[config.mk]
export PLATFORM = sky130hd
export DESIGN_NAME = uart_tx_serializer
export DESIGN_NICKNAME = d
export VERILOG_FILES = /design/src/rtl/uart_tx_serializer.sv
export SDC_FILE = /design/constraint.sdc
export NUM_CORES = 1
export LEC_CHECK = 0
export BUFFER_PORTS_ARGS = -buffer_cell sky130_fd_sc_hd__buf_2
export CAP_MARGIN = 20
export CORE_ASPECT_RATIO = 1.25
export CORE_MARGIN = 3
export CORE_UTILIZATION = 45
export CTS_CLUSTER_DIAMETER = 40
export DETAILED_ROUTE_END_ITERATION = 8
export GPL_TIMING_DRIVEN = 0
export MAX_ROUTING_LAYER = met4
export PLACE_DENSITY_LB_ADDON = 0.15
export SKIP_CTS_REPAIR_TIMING = 1
export SLEW_MARGIN = 20
export SYNTH_ARGS = -nofsm -noshare
export SYNTH_HDL_FRONTEND = slang
export SYNTH_SLANG_ARGS = --single-unit
[constraint.sdc]
create_clock -name clk -period 2.34 [get_ports clk]
set_input_delay 0.468 -clock clk [delete_from_list [all_inputs] [get_ports clk]]
set_output_delay 0.468 -clock clk [all_outputs]
set_load 0.02 [all_outputs]
[src/rtl/uart_tx_serializer.sv]
// UART transmit serializer: one `UART_LEN-bit word per write strobe, driven LSB first as 8N1.
// Defining UART_TX_PARITY_EN inserts an even-parity bit before the stop bit (8E1).
`ifndef UART_LEN
`define UART_LEN 8
`endif

module uart_tx_serializer #(
    parameter int CLK_FREQ  = 50_000_000,
    parameter int BAUD_RATE = 115_200
) (
    input  logic                 clk,
    input  logic                 rst_n,
    input  logic [`UART_LEN-1:0] data_in,
    input  logic                 we,
    output logic                 data_out,
    output logic                 busy
);

    localparam int CLKS_PER_BIT = CLK_FREQ / BAUD_RATE;
    localparam int LEN          = `UART_LEN;
    localparam int CNT_W        = (CLKS_PER_BIT > 1) ? $clog2(CLKS_PER_BIT) : 1;
    localparam int IDX_W        = (LEN > 1) ? $clog2(LEN) : 1;
    localparam logic [CNT_W-1:0] CNT_LAST = CNT_W'(CLKS_PER_BIT - 1);
    localparam logic [IDX_W-1:0] IDX_LAST = IDX_W'(LEN - 1);

    generate
        if (CLKS_PER_BIT < 2) begin : g_bad_baud
            $error("uart_tx_serializer: CLK_FREQ/BAUD_RATE must be at least 2");
        end
    endgenerate

    typedef enum logic [2:0] {
        S_IDLE,
        S_START,
        S_DATA,
`ifdef UART_TX_PARITY_EN
        S_PARITY,
`endif
        S_STOP
    } state_t;

    state_t           state_q, state_d;
    logic [CNT_W-1:0] cnt_q, cnt_d;
    logic [IDX_W-1:0] idx_q, idx_d;
    logic [LEN-1:0]   shift_q, shift_d;
    logic             data_out_q, data_out_d;
    logic             busy_q, busy_d;
    logic             bit_end;
    logic [IDX_W-1:0] idx_next;

    assign bit_end  = (cnt_q == CNT_LAST);
    assign idx_next = idx_q + IDX_W'(1);

    // data_out_d is the value the line takes at the coming edge, so every
    // bit change is decided one cycle ahead of where it appears.
    always_comb begin
        state_d    = state_q;
        cnt_d      = cnt_q;
        idx_d      = idx_q;
        shift_d    = shift_q;
        data_out_d = data_out_q;
        busy_d     = busy_q;

        if (state_q != S_IDLE) begin
            cnt_d = bit_end ? '0 : cnt_q + CNT_W'(1);
        end

        case (state_q)
            S_IDLE: begin
                if (we) begin
                    shift_d    = data_in;
                    state_d    = S_START;
                    data_out_d = 1'b0;
                    busy_d     = 1'b1;
                    cnt_d      = '0;
                    idx_d      = '0;
                end
            end
            S_START: begin
                if (bit_end) begin
                    state_d    = S_DATA;
                    data_out_d = shift_q[0];
                    idx_d      = '0;
                end
            end
            S_DATA: begin
                if (bit_end) begin
                    if (idx_q == IDX_LAST) begin
`ifdef UART_TX_PARITY_EN
                        state_d    = S_PARITY;
                        data_out_d = ^shift_q;
`else
                        state_d    = S_STOP;
                        data_out_d = 1'b1;
`endif
                    end else begin
                        idx_d      = idx_next;
                        data_out_d = shift_q[idx_next];
                    end
                end
            end
`ifdef UART_TX_PARITY_EN
            S_PARITY: begin
                if (bit_end) begin
                    state_d    = S_STOP;
                    data_out_d = 1'b1;
                end
            end
`endif
            S_STOP: begin
                if (bit_end) begin
                    state_d = S_IDLE;
                    busy_d  = 1'b0;
                end
            end
            default: begin
                state_d    = S_IDLE;
                data_out_d = 1'b1;
                busy_d     = 1'b0;
                cnt_d      = '0;
            end
        endcase
    end

    always_ff @(posedge clk or negedge rst_n) begin
        if (!rst_n) begin
            state_q    <= S_IDLE;
            cnt_q      <= '0;
            idx_q      <= '0;
            shift_q    <= '0;
            data_out_q <= 1'b1;
            busy_q     <= 1'b0;
        end else begin
            state_q    <= state_d;
            cnt_q      <= cnt_d;
            idx_q      <= idx_d;
            shift_q    <= shift_d;
            data_out_q <= data_out_d;
            busy_q     <= busy_d;
        end
    end

    assign data_out = data_out_q;
    assign busy     = busy_q;

endmodule
==> out/metrics.yaml <==
status:
  outcome: "completed"
clocking:
  cts_sinks: 24
  root_buffer: "clkbuf_4"
  cts_tree: "done"
  clkSlewWorstSetupHoldPaths_ps: 120
  clkLatencyLatePin_ps: 310
  cts_buffers: 3
  cts_buffer_depth: 2
  h-tree-depth: 1
sta:
  fmax_mhz: 496
  final_hold_viol_count: 0
  drv_slew: 0
  maxSlewHeadroom_pct: 65.5
  min_period_ps: 2020
  fin_setup_tns_ps: 0
  fin_crit_sh_pct: 86.2
  tightestPinTransition_ps: 518
  whs_ps: 105
  setup_viol_count_final: 0
  rsz0062_at_grt: "false"
  clock_skew_ps: 2.79
  finalWorstSetupSlack_ps: 322
worst_hold_path:
  hold_path_class: "primary input to async pin"
drt:
  wl_per_cell_um: 13.9
  drtIter0Drc: 15
  drt_first_pass_iters: 2
  vias: 952
  drtAntennaViolNets: 0
  wirelength_um: 2430
  vias_per_cell: 5.44
  drc_errors: 0
yosys:
  ys_types: 40
  seq_area_frac_synth_pct: 43.9
  synth_edf_count: 0
  synthCells: 125
  ys_ff_latch: 24
  synthesis.nets: 145
  yosys_warnings: 0
  syn_area_per_cell_um2: 11.0
  synth_flop_cell: "dfrtp_1"
  synth_area_mm2: 0.00137
  synthArstFlopShare_pct: 100
final_layout:
  multi_input_area_um2: 702
  seqCellArea_um2: 602
  design_area_mm2: 0.00150
  final_util_pct: 53.8
  final_common_cell: "dfrtp_1"
  drive_gt1_share_pct: 27.0
  antenna_cells: 0
  final_nets: 162
  final_cell_mix: "dfrtp_1 (23), buf_2 (14), inv_1 (12), nand2_1 (11), mux2_2 (11)"
  fill_cells: 269
  stdcell_count: 175
  syn_to_final_growth_pct: 9.41
critical_path:
  setup.worst_path.start_class: "flop"
  critPathLaunch: "state_q[0]$_DFFE_PN0P_"
  cpPeakStageDelay_ps: 430
  critical-path-slowest-cell: "dfrtp_1"
  cp_max_fo: 10
  path_cells: "inv_1 > ha_1 > buf_6 > or3_1 > a221oi_2 > mux2_1"
  crit_family: "flip-flops"
  arrival_ps: 2230
  worst-path-buf-inv: 2
  critPathCaptureType: "flop"
  r2r-start: "state_q[0]$_DFFE_PN0P_"
  r2r_setup_slack_ps: 320
  worstPathRequired_ps: 2550
  path_class: "flop to flop"
floorplan:
  dieArea_mm2: 0.00375
  rows: 21
  io-pin-count: 13
  start_util_pct: 49.2
  core-area_mm2: 0.00279
  die_y_um: 67.7
  die_x_um: 55.4
flow_run:
  cap_violations: 0
placed_design:
  post-place-cells: 171
  pre_cts_slack_ps: 308
  postPlaceCellArea_mm2: 0.00147
  portBuffers: 12
  place.gp.congestion: 0.762
  dpl.hpwl_um: 1940
power_and_ir_drop:
  power_density_mw_per_mm2: 412
  leakage_nw: 0.709
  power.total_mw: 0.617
  irDropWorstVdd_uv: 291
global_route:
  grt_pass1_wl_um: 4280
  grt_overflow_total: 0
  track_usage_pct: 14.9
  grt_pass1_vias: 980
  grt_max_degree: 25
  antenna_found_initial: 0
==> where the power goes <==
part	switching, mW	total (mW)	internal, mW
logic	0.00967	0.0158	0.00618
registers	0	0.415	0.415
clock network	0.120	0.186	0.0667
total	0.129	0.617	0.488
==> worst paths after layout <==
path | end | depth (start not counted)
max | state_q[1]$_DFFE_PN0P_ | 6
min reg2reg | shift_q[7]$_DFFE_PN0P_ | 1
max reg2reg | state_q[1]$_DFFE_PN0P_ | 6
min in group clk | shift_q[2]$_DFFE_PN0P_ | 2
max in group asynchronous | data_out$_DFFE_PN1P_ | 1
min | cnt_q[7]$_DFF_PN0_ | 1
==> cell type report <==
cell class                 count  area share, %
inverter                      12           3.01
timing repair buffer          12           4.01
buffer                         3           1.42
sequential                    24           40.2
multi-input combinational     86           46.8
tap                           34           2.84
clock buffer                   4           1.75
==> worst register-to-register path: cells and delay by family, from the launching register on <==
family,cells,cell delay [ps]
and+or+nand+nor,1,360
buffers and inverters,2,240
DFF,1,430
muxes,1,360
AOI/OAI and AO/OA,1,310
adders and majority gates,1,210
==> synth_stat cells, types with 3 or more instances <==
| master | number | share of area (%) |
|---|---|---|
| a21oi_1 | 4 | 1.5 |
| dfrtp_1 | 23 | 42 |
| ha_1 | 9 | 8.2 |
| inv_1 | 12 | 3.3 |
| mux2_2 | 11 | 9.0 |
| mux2i_1 | 5 | 3.7 |
| nand2_1 | 11 | 3.0 |
| nor2_1 | 3 | 0.82 |
| o21ai_0 | 8 | 2.9 |
| or3_1 | 4 | 1.8 |
==> sequential cells by signal, summed over array words and instances, names as in the netlist <==
name,cells
cnt_q,9
shift_q,8
idx_q,3
state_q,2
busy,1
data_out,1
==> cell families after synthesis <==
kind of cell    Yosys count  synth area share, %
xor+xnor                  1                0.639
simple gates             32                 12.7
fa+ha+maj                 9                 8.22
mux                      18                 15.2
compound gates           26                 14.5
flops                    24                 43.9
buf+inv                  15                 4.84
==> per-layer routing <==
| layer | global-route usage, % | share of wire [%] |
|---|---|---|
| met4 | 6.99 | 1.6 |
| met1 | 16.4 | 43 |
| met3 | 2.49 | 2.8 |
| met2 | 26.6 | 53 |
| met5 | - | 0 |
Power figures use the tool's default switching activity.
